<file path="config.mk">
export PLATFORM = sky130hd
export DESIGN_NAME = reaction_ctrl
export DESIGN_NICKNAME = d
export VERILOG_FILES = /design/src/rtl/rt_pkg.sv /design/src/rtl/rt_lfsr16.sv /design/src/rtl/reaction_ctrl.sv
export SDC_FILE = /design/constraint.sdc
export NUM_CORES = 1
export LEC_CHECK = 0
export ABC_AREA = 1
export CELL_PAD_IN_SITES_DETAIL_PLACEMENT = 0
export CELL_PAD_IN_SITES_GLOBAL_PLACEMENT = 1
export CORE_AREA = 3 3 127 80
export DETAILED_ROUTE_END_ITERATION = 12
export DIE_AREA = 0 0 130 83
export PLACE_DENSITY_LB_ADDON = 0.1
export SLEW_MARGIN = 0
export SYNTH_ARGS = -nofsm -noshare
export SYNTH_HDL_FRONTEND = slang
export SYNTH_SLANG_ARGS = --single-unit
</file>
<file path="constraint.sdc">
create_clock -name clk -period 6.9 [get_ports clk]
set_input_delay 1.035 -clock clk [delete_from_list [all_inputs] [get_ports clk]]
set_output_delay 1.035 -clock clk [all_outputs]
set_load 0.01 [all_outputs]
</file>
<file path="src/rtl/rt_pkg.sv">
// Shared definitions for the reaction-test sequencer.
//   state_e    : sequencer states
//   LfsrSeed   : LFSR reset value
//   LfsrTaps   : Galois tap mask for x^16+x^14+x^13+x^11+1 (right-shifting form)
//   DefResultW : default width of the millisecond result
//   lfsr_step  : one Galois LFSR step
package rt_pkg;

   typedef enum logic [2:0] {
      StIdle,
      StArm,
      StGo,
      StFalse,
      StDone
   } state_e;

   localparam logic [15:0] LfsrSeed   = 16'hACE1;
   localparam logic [15:0] LfsrTaps   = 16'hB400;
   localparam int unsigned DefResultW = 14;

   function automatic logic [15:0] lfsr_step(input logic [15:0] s);
      return (s >> 1) ^ (s[0] ? LfsrTaps : 16'h0000);
   endfunction

endpackage

</file>
<file path="src/rtl/rt_lfsr16.sv">
// Free-running 16-bit Galois LFSR, stepping every clock.
//   clk_i  : clock
//   rst_ni : synchronous active-low reset, loads LfsrSeed
//   lfsr_o : current LFSR state (never zero once seeded)
module rt_lfsr16
   import rt_pkg::*;
(
   input  logic        clk_i,
   input  logic        rst_ni,
   output logic [15:0] lfsr_o
);

   logic [15:0] lfsr_q;
   logic [15:0] lfsr_d;

   always_comb begin
      lfsr_d = lfsr_step(lfsr_q);
   end

   always_ff @(posedge clk_i) begin
      if (!rst_ni) begin
         lfsr_q <= LfsrSeed;
      end else begin
         lfsr_q <= lfsr_d;
      end
   end

   assign lfsr_o = lfsr_q;

endmodule

</file>
<file path="src/rtl/reaction_ctrl.sv">
// Reaction-test sequencer feeding the LED PWM bright/dim select.
// A start press waits MIN_DELAY_MS + random ms with the LED dim, then drives it
// bright and counts ms until the react press; reports reaction time, false start
// or timeout.
// Ports:
//   clk          : system clock
//   rstn         : synchronous active-low reset
//   start_btn    : raw start button (async, active-high)
//   react_btn    : raw react button (async, active-high)
//   bright       : 1 = bright, 0 = dim
//   result_ms    : last reaction time in ms
//   result_valid : one-cycle pulse when result_ms updates
//   false_start  : react pressed during the wait (level)
//   timeout      : no react within TIMEOUT_MS (level)
//   busy         : high in ARM and GO
//   best_ms      : best reaction time; only live with BEST_TIME_EN defined,
//                  otherwise tied to zero
// Build option: define BEST_TIME_EN to build the best-time tracker.
module reaction_ctrl
   import rt_pkg::*;
#(
   parameter int unsigned TICKS_PER_MS = 50000,
   parameter int unsigned MIN_DELAY_MS = 1000,
   parameter int unsigned RAND_BITS    = 11,
   parameter int unsigned TIMEOUT_MS   = 9999,
   parameter int unsigned RESULT_W     = DefResultW
) (
   input  logic                clk,
   input  logic                rstn,
   input  logic                start_btn,
   input  logic                react_btn,
   output logic                bright,
   output logic [RESULT_W-1:0] result_ms,
   output logic                result_valid,
   output logic                false_start,
   output logic                timeout,
   output logic                busy,
   output logic [RESULT_W-1:0] best_ms
);

   localparam int unsigned TickW = (TICKS_PER_MS > 1) ? $clog2(TICKS_PER_MS) : 1;
   localparam logic [TickW-1:0]    TickMax    = TickW'(TICKS_PER_MS - 1);
   localparam logic [RESULT_W-1:0] TimeoutVal = RESULT_W'(TIMEOUT_MS);
   localparam logic [RESULT_W-1:0] MinDelay   = RESULT_W'(MIN_DELAY_MS);

   state_e               state_q, state_d;
   logic [2:0]           start_sync_q;
   logic [2:0]           react_sync_q;
   logic [TickW-1:0]     tick_q, tick_d;
   logic [RESULT_W-1:0]  ms_cnt_q, ms_cnt_d;
   logic [RESULT_W-1:0]  ms_inc;
   logic [RESULT_W-1:0]  delay_q, delay_d;
   logic [RESULT_W-1:0]  result_q, result_d;
   logic                 valid_q, valid_d;
   logic                 false_q, false_d;
   logic                 timeout_q, timeout_d;
   logic                 start_pulse;
   logic                 react_pulse;
   logic                 ms_tick;
   logic                 entry;
   logic [15:0]          lfsr;
   logic                 unused_lfsr;

   rt_lfsr16 u_lfsr (
      .clk_i  (clk),
      .rst_ni (rstn),
      .lfsr_o (lfsr)
   );

   // Only the low RAND_BITS feed the delay.
   assign unused_lfsr = ^lfsr[15:RAND_BITS];

   // Bit 0/1 form the 2-flop synchronizer; bit 2 is the edge-detect history.
   assign start_pulse = start_sync_q[1] & ~start_sync_q[2];
   assign react_pulse = react_sync_q[1] & ~react_sync_q[2];

   assign ms_tick = (tick_q == TickMax);
   assign ms_inc  = (ms_cnt_q == '1) ? ms_cnt_q : ms_cnt_q + RESULT_W'(1);

   always_comb begin
      state_d   = state_q;
      delay_d   = delay_q;
      result_d  = result_q;
      valid_d   = 1'b0;
      false_d   = false_q;
      timeout_d = timeout_q;
      unique case (state_q)
         StIdle, StFalse, StDone: begin
            if (start_pulse) begin
               delay_d   = MinDelay + RESULT_W'(lfsr[RAND_BITS-1:0]);
               false_d   = 1'b0;
               timeout_d = 1'b0;
               state_d   = StArm;
            end
         end
         StArm: begin
            if (react_pulse) begin
               false_d = 1'b1;
               state_d = StFalse;
            end else if (ms_tick && (ms_inc == delay_q)) begin
               // Compare the post-tick count so GO starts exactly delay ms after ARM entry.
               state_d = StGo;
            end
         end
         StGo: begin
            if (react_pulse) begin
               result_d = ms_cnt_q;
               valid_d  = 1'b1;
               state_d  = StDone;
            end else if (ms_cnt_q >= TimeoutVal) begin
               result_d  = TimeoutVal;
               timeout_d = 1'b1;
               valid_d   = 1'b1;
               state_d   = StDone;
            end
         end
         default: state_d = StIdle;
      endcase
   end

   // Tick and ms counters restart on every state change.
   always_comb begin
      entry = (state_d != state_q);
      if (entry || ms_tick) begin
         tick_d = '0;
      end else begin
         tick_d = tick_q + TickW'(1);
      end
      if (entry) begin
         ms_cnt_d = '0;
      end else if (ms_tick) begin
         ms_cnt_d = ms_inc;
      end else begin
         ms_cnt_d = ms_cnt_q;
      end
   end

   always_ff @(posedge clk) begin
      if (!rstn) begin
         state_q      <= StIdle;
         start_sync_q <= '0;
         react_sync_q <= '0;
         tick_q       <= '0;
         ms_cnt_q     <= '0;
         delay_q      <= '0;
         result_q     <= '0;
         valid_q      <= 1'b0;
         false_q      <= 1'b0;
         timeout_q    <= 1'b0;
      end else begin
         state_q      <= state_d;
         start_sync_q <= {start_sync_q[1:0], start_btn};
         react_sync_q <= {react_sync_q[1:0], react_btn};
         tick_q       <= tick_d;
         ms_cnt_q     <= ms_cnt_d;
         delay_q      <= delay_d;
         result_q     <= result_d;
         valid_q      <= valid_d;
         false_q      <= false_d;
         timeout_q    <= timeout_d;
      end
   end

`ifdef BEST_TIME_EN
   logic [RESULT_W-1:0] best_q;

   always_ff @(posedge clk) begin
      if (!rstn) begin
         best_q <= '1;
      end else if (valid_q && !timeout_q && (result_q < best_q)) begin
         best_q <= result_q;
      end
   end

   assign best_ms = best_q;
`else
   assign best_ms = '0;
`endif

   assign bright       = (state_q == StGo);
   assign busy         = (state_q == StArm) || (state_q == StGo);
   assign result_ms    = result_q;
   assign result_valid = valid_q;
   assign false_start  = false_q;
   assign timeout      = timeout_q;

endmodule
</file>
==> results.cfg, run 1 <==
[route]
top_layer_used = met4
route.met3.wl_um = 500
drc = 0
vias_per_cell = 4.914
totalWireLength_mm = 9.641
postRouteAntennaNets = 0
initialDrtViolationCount = 361
dr.pass1.iters = 4
drt-met1-wl_mm = 5.473
dr_total_vias = 3504
routedWlPerCell_um = 13.52
wl_met2_mm = 3.602

[floorplan]
rows = 27
fp.dieH_um = 83
die_w_um = 130
initial_core_util_pct = 44.72
dieArea_um2 = 10790
io_pins = 37
core_area_um2 = 9087

[logic_synthesis]
synth_ff_type = dfxtp_1
netlist_top_cells_count = nand2_1 (120), inv_1 (92), dfxtp_1 (84)
synth-edff-count = 0
synth_top_area_share_pct = 41.38
ys_ff_latch = 84
synth.avg_cell_area_um2 = 7.117
yosysMostFrequentCell = nand2_1
ys_types = 34
synth_top_area_cell = dfxtp_1
syn_inst = 571
netlist_area_um2 = 4064
ys_warn_count = 0
ys_async_sr_fraction_pct = 0
synth.area.top_cells = dfxtp_1 (41%), nand2_1 (11%), inv_1 (8.5%)
yosysSeqAreaShare_pct = 41.38

[sta]
max_freq_ghz = 0.3268
worst-slew-pin-transition_ns = 1.059
hold_slack_ns = 0.4151
clock_skew_ns = 0.006991
final-setup-viol-count = 0
final_hold_viol_count = 0
period_share_pct = 44.34
grt_setup_unrepaired = no
fin_setup_tns_ns = 0
min_period_ns = 3.060
finalWorstSetupSlack_ns = 3.840
slew_headroom_pct = 28.74
maxSlewViolCount = 0

[outcome]
status = finished, final reports clean

[global_routing]
grt_max_degree = 49
track_usage_pct = 18.68
grt_pass1_vias = 3122
grt_pass1_wl_mm = 15.84
overflow = 0
antenna_found_initial = 0

[clocking]
cts_buffers = 9
cts.sinks = 84
ctsHoldBuffers = 0
cts_tree = yes
post_cts_buffers = 0
cts_max_level = 3
cts.path.max_buffers = 2
cts_root_buffer = clkbuf_16
clk_pin_slew_ns = 0.06
clk_latency_ns = 0.34
ctsResizeCount = 0

[worst_setup_path]
cp.required_ns = 5.86
critical_path_class = reg2out
reg2reg_from = ms_cnt_q[0]
worstPathArrival_ns = 2.02
cp_max_fo = 5
cp-start-kind = flop
cp-end-kind = output port
r2r_slack_ns = 3.87
reg2reg_to = ms_cnt_q[3]
reg2reg_depth = 17

[layout]
seq_area_um2 = 1682
final_nets = 599
fill_cells = 926
final_cell_area_um2 = 4608
syn_to_final_growth_pct = 13.39
drive_above_1_share_pct = 8.375
insertedDiodeCount = 0
multiInputGateArea_um2 = 1899

[power_and_ir_drop]
p_per_area_nw_per_um2 = 224.7
ir_drop_v = 0.0001381
total_power_mw = 1.036
cellLeakagePower_nw = 2.000

[hold_path]
holdCritPathClass = reg2reg
hold_depth = 2
min_to = u_lfsr.lfsr_o[14]
hp-start = u_lfsr.lfsr_o[15]

[flow_run]
drv_cap = 0

[place]
post_dp_cell_area_um2 = 4314
routabilityCongestion = 0.9140
preCtsSetupSlack_ns = 3.802
io_buffers = 22
dpl.hpwl_mm = 7.349
registers in the layout (all words and copies together) (netlist names):
name	cells
tick_q	16
u_lfsr.lfsr_o	16
ms_cnt_q	14
result_ms	14
delay_q	12
react_sync_q	3
start_sync_q	3
state_q	3
false_start	1
result_valid	1
timeout	1
per-stage QoR:
stage	std cells	util, %
3_3_place_gp	697	47.47
5_1_grt	713	50.71
4_1_cts	713	50.71
6_report	713	50.71
2_1_floorplan	584	-
3_5_place_dp	697	47.47
cells by family (layout without fill, tap and decap cells):
kind of cell	count (synthesis)	after routing	share of synthesized area, %
compound gates	73	73	10.19
buf+inv	121	134	13.08
other cells	1	14	0.09228
flops	84	84	41.38
fa+ha+maj	3	3	0.9237
simple gates	269	269	30.02
xor+xnor	20	20	4.310
worst max path at each step:
| stage | startpoint | end | slack (ns) |
|---|---|---|---|
| 3_3_place_gp | rstn | ms_cnt_q[2] | 3.83 |
| 2_1_floorplan | ms_cnt_q[0] | tick_q[10] | 4.58 |
| 6_report | state_q[0] | busy | 3.84 |
| 3_5_place_dp | rstn | ms_cnt_q[3] | 3.80 |
| 5_1_grt | ms_cnt_q[0] | ms_cnt_q[2] | 3.51 |
| 4_1_cts | state_q[1] | busy | 3.86 |
cell type report:
class / count / share of cell area [%]
Timing Repair Buffer: 24 / 5.105
Clock inverter: 6 / 1.412
Tap cell: 116 / 3.150
Inverter: 94 / 7.657
Clock buffer: 10 / 4.969
Sequential cell: 84 / 36.49
Multi-Input combinational cell: 379 / 41.22
worst max-delay path: stages (launching register included):
cell	delay [ns]
dfxtp_1	0.42
inv_1	0.08
nor3_1	0.46
or2_2	0.21
clkdlybuf4s50_1	0.52
report_power, final:
group	leakage (nW)	switching, mW	total [mW]	internal, mW
Combinational	1.17	0.0360	0.0530	0.0169
Clock	0.142	0.196	0.476	0.280
Sequential	0.684	0.00846	0.507	0.498
layer usage:
metal,track usage [%],vias to the layer above
met2,23.56,71
met5,0,-
met1,30.95,1616
met4,4.057,0
met3,4.434,5
li1,-,1812
placed cells by master (no fill, tap or decap), types with 2 or more instances in the layout:
cell type	count
nor2_1	51
clkinv_2	2
buf_4	2
inv_1	92
clkinv_4	2
nand4_1	5
xnor2_1	6
nor2_4	2
o21ai_0	26
a31oi_1	3
nand2_1	120
nand3_1	44
nor2_2	22
clkinv_1	2
nor3_1	14
ha_1	3
o221ai_1	9
conb_1	14
clkdlybuf4s50_1	22
xor2_1	14
a21oi_1	30
clkbuf_16	9
nand3_2	3
or2_2	3
dfxtp_1	84
(Power assumes the default switching activity.)
==> inputs of run 2 (changes only) <==
CORE_AREA = 3 3 131 83   (was 3 3 127 80)
DIE_AREA = 0 0 134 86   (was 0 0 130 83)
clock period = 3.1 ns   (was 6.9 ns; I/O delays follow)
==> run 2 against run 1 <==
  * Die area is 6.8% higher
  * Register-to-register slack worse by 3.5 ns
  * Wire length is 3.4% higher
  * Sequential power is 120% higher
  * Worst hold slack worse by 0.0034 ns
  * Largest power group is now the clock network
  * Cell area is 2.8% higher
  * Largest cell class unchanged
  * Critical endpoint is now tick_q[5]
==> results.cfg, run 2 (synthesized netlist as in run 1, its figures left out) <==
[hold_path]
holdCritPathClass = reg2reg

[sta]
clock_skew_ns = 0.006777
final_hold_viol_count = 0
final-setup-viol-count = 0
slew_headroom_pct = 34.60
period_share_pct = 89.18
maxSlewViolCount = 0
min_period_ns = 2.764
hold_slack_ns = 0.4118
max_freq_ghz = 0.3617
fin_setup_tns_ns = 0
worst-slew-pin-transition_ns = 0.9721
finalWorstSetupSlack_ns = 0.3355
grt_setup_unrepaired = no

[global_routing]
grt_pass1_vias = 3180
use_met1_pct = 29.15
grt_max_degree = 31
gr-usage-met3_pct = 4.982
overflow = 0
grt_pass1_wl_mm = 16.46
grt-busiest-layer = met1
track_usage_pct = 18.30
use_met2_pct = 23.45
antenna_found_initial = 0

[clocking]
cts_tree = yes
clk_latency_ns = 0.34
cts_root_buffer = clkbuf_16
cts.sinks = 84
clk_pin_slew_ns = 0.06
cts_buffers = 9
cts.path.max_buffers = 2
cts_max_level = 3
ctsHoldBuffers = 0

[layout]
seq_area_um2 = 1682
multiInputGateArea_um2 = 1914
insertedDiodeCount = 0
syn_to_final_growth_pct = 16.59
final_cell_area_um2 = 4738
final_nets = 604
fill_cells = 1002
final_cell_mix = nand2_1 (120), inv_1 (92), dfxtp_1 (84)
drive_above_1_share_pct = 9.468
final_common_cell = nand2_1

[route]
postRouteAntennaNets = 0
dr.pass1.iters = 6
vias_per_cell = 4.771
drc = 0
totalWireLength_mm = 9.972
routedWlPerCell_um = 13.53
dr_total_vias = 3516
initialDrtViolationCount = 267

[flow_run]
drv_cap = 0

[power_and_ir_drop]
intPower_mw = 1.905
p_seq_share_pct = 46.0
ir_drop_v = 0.0002696
p_per_area_nw_per_um2 = 516.9
power_frac_comb_pct = 5.1
cellLeakagePower_nw = 2.066
p_switching_mw = 0.5446
clkPwrFrac_pct = 48.9
swShare_pct = 22.23

[floorplan]
fp.dieH_um = 86
dieArea_um2 = 11520
initial_core_util_pct = 41.88
core_area_um2 = 9704
die_w_um = 134
io_pins = 37
rows = 28

[worst_setup_path]
crit_path_frequent_cell = nand2_1
crit_chain = ha_2 > nand3_2 > nor2_4 > nand2_4 > nand2_1 > nand2_1 > nand2_1 > nand2_1 > inv_1 > nand3_1 > nor2_1 > nand3_1 > nand2_1 > nand2_1 > nand2_1 > nand3_2 > nand4_4 > buf_12 > nor2_1
cp_max_fo = 21
slowest_delay_ns = 0.44
worstPathArrival_ns = 3.00
critical_path_class = reg2reg
cp-end-kind = flop
crit_slowest_cell = dfxtp_1
r2r_slack_ns = 0.34
cp.required_ns = 3.33
cp-start-kind = flop

[place]
preCtsSetupSlack_ns = 0.09874
io_buffers = 22
routabilityCongestion = 0.8698
post_dp_cell_area_um2 = 4368
dpl.hpwl_mm = 7.763

[outcome]
status = finished, final reports clean
-- run 2: per-layer routing --
layer  part of all wire [%]  wire length (um)  vias to the layer above
met1                     57              5659                     1593
met4                    1.0               104                        0
met3                    6.1               607                        8
met2                     36              3601                       86
li1                       -                 -                     1829
met5                      0                 0                        -
-- run 2: layout make-up --
type | count | area share, %
multi-input combinational | 379 | 40.40
tap | 135 | 3.565
timing repair buffer | 29 | 6.021
inverter | 94 | 7.447
clock inverter | 5 | 1.743
clock buffer | 11 | 5.334
sequential | 84 | 35.49
-- run 2: through the flow --
stage / power [mW] / utilization [%] / std cells
finish: 2.449 / 48.83 / 737
global placement: 1.267 / 45.01 / 720
CTS: 2.472 / 48.47 / 736
floorplan: 1.252 / - / 584
global route: 2.553 / 48.83 / 737
detailed placement: 1.268 / 45.01 / 720
-- run 2: critical path, delay by kind of cell, from the launching register on --
| kind | cells | cell delay, ns |
|---|---|---|
| flip-flops | 1 | 0.44 |
| AND/OR/NAND/NOR | 16 | 1.70 |
| buffers and inverters | 2 | 0.23 |
| adder cells (fa/ha/maj) | 1 | 0.28 |
-- run 2: timing repair --
action / 4_1_cts / 5_1_grt
setup buffers: 0 / 1
resized for setup: 0 / 3
endpoints found under the setup margin: 0 / 30
-- run 2: final timing paths --
check	from	to	cells after the start
worst min register to register	u_lfsr.lfsr_o[12]	u_lfsr.lfsr_o[11]	1
worst max register to register	ms_cnt_q[0]	tick_q[5]	19
worst max-delay path	ms_cnt_q[0]	tick_q[5]	19
worst min-delay path	u_lfsr.lfsr_o[12]	u_lfsr.lfsr_o[11]	1
-- run 2: power by group through the flow --
stage / combinational (mW) / clock [mW] / sequential [mW]
after floorplan: 0.107 / 0 / 1.15
after detailed placement: 0.117 / 0 / 1.15
after global placement: 0.117 / 0 / 1.15
final: 0.124 / 1.20 / 1.13
after CTS: 0.118 / 1.23 / 1.13
after global routing: 0.143 / 1.28 / 1.13
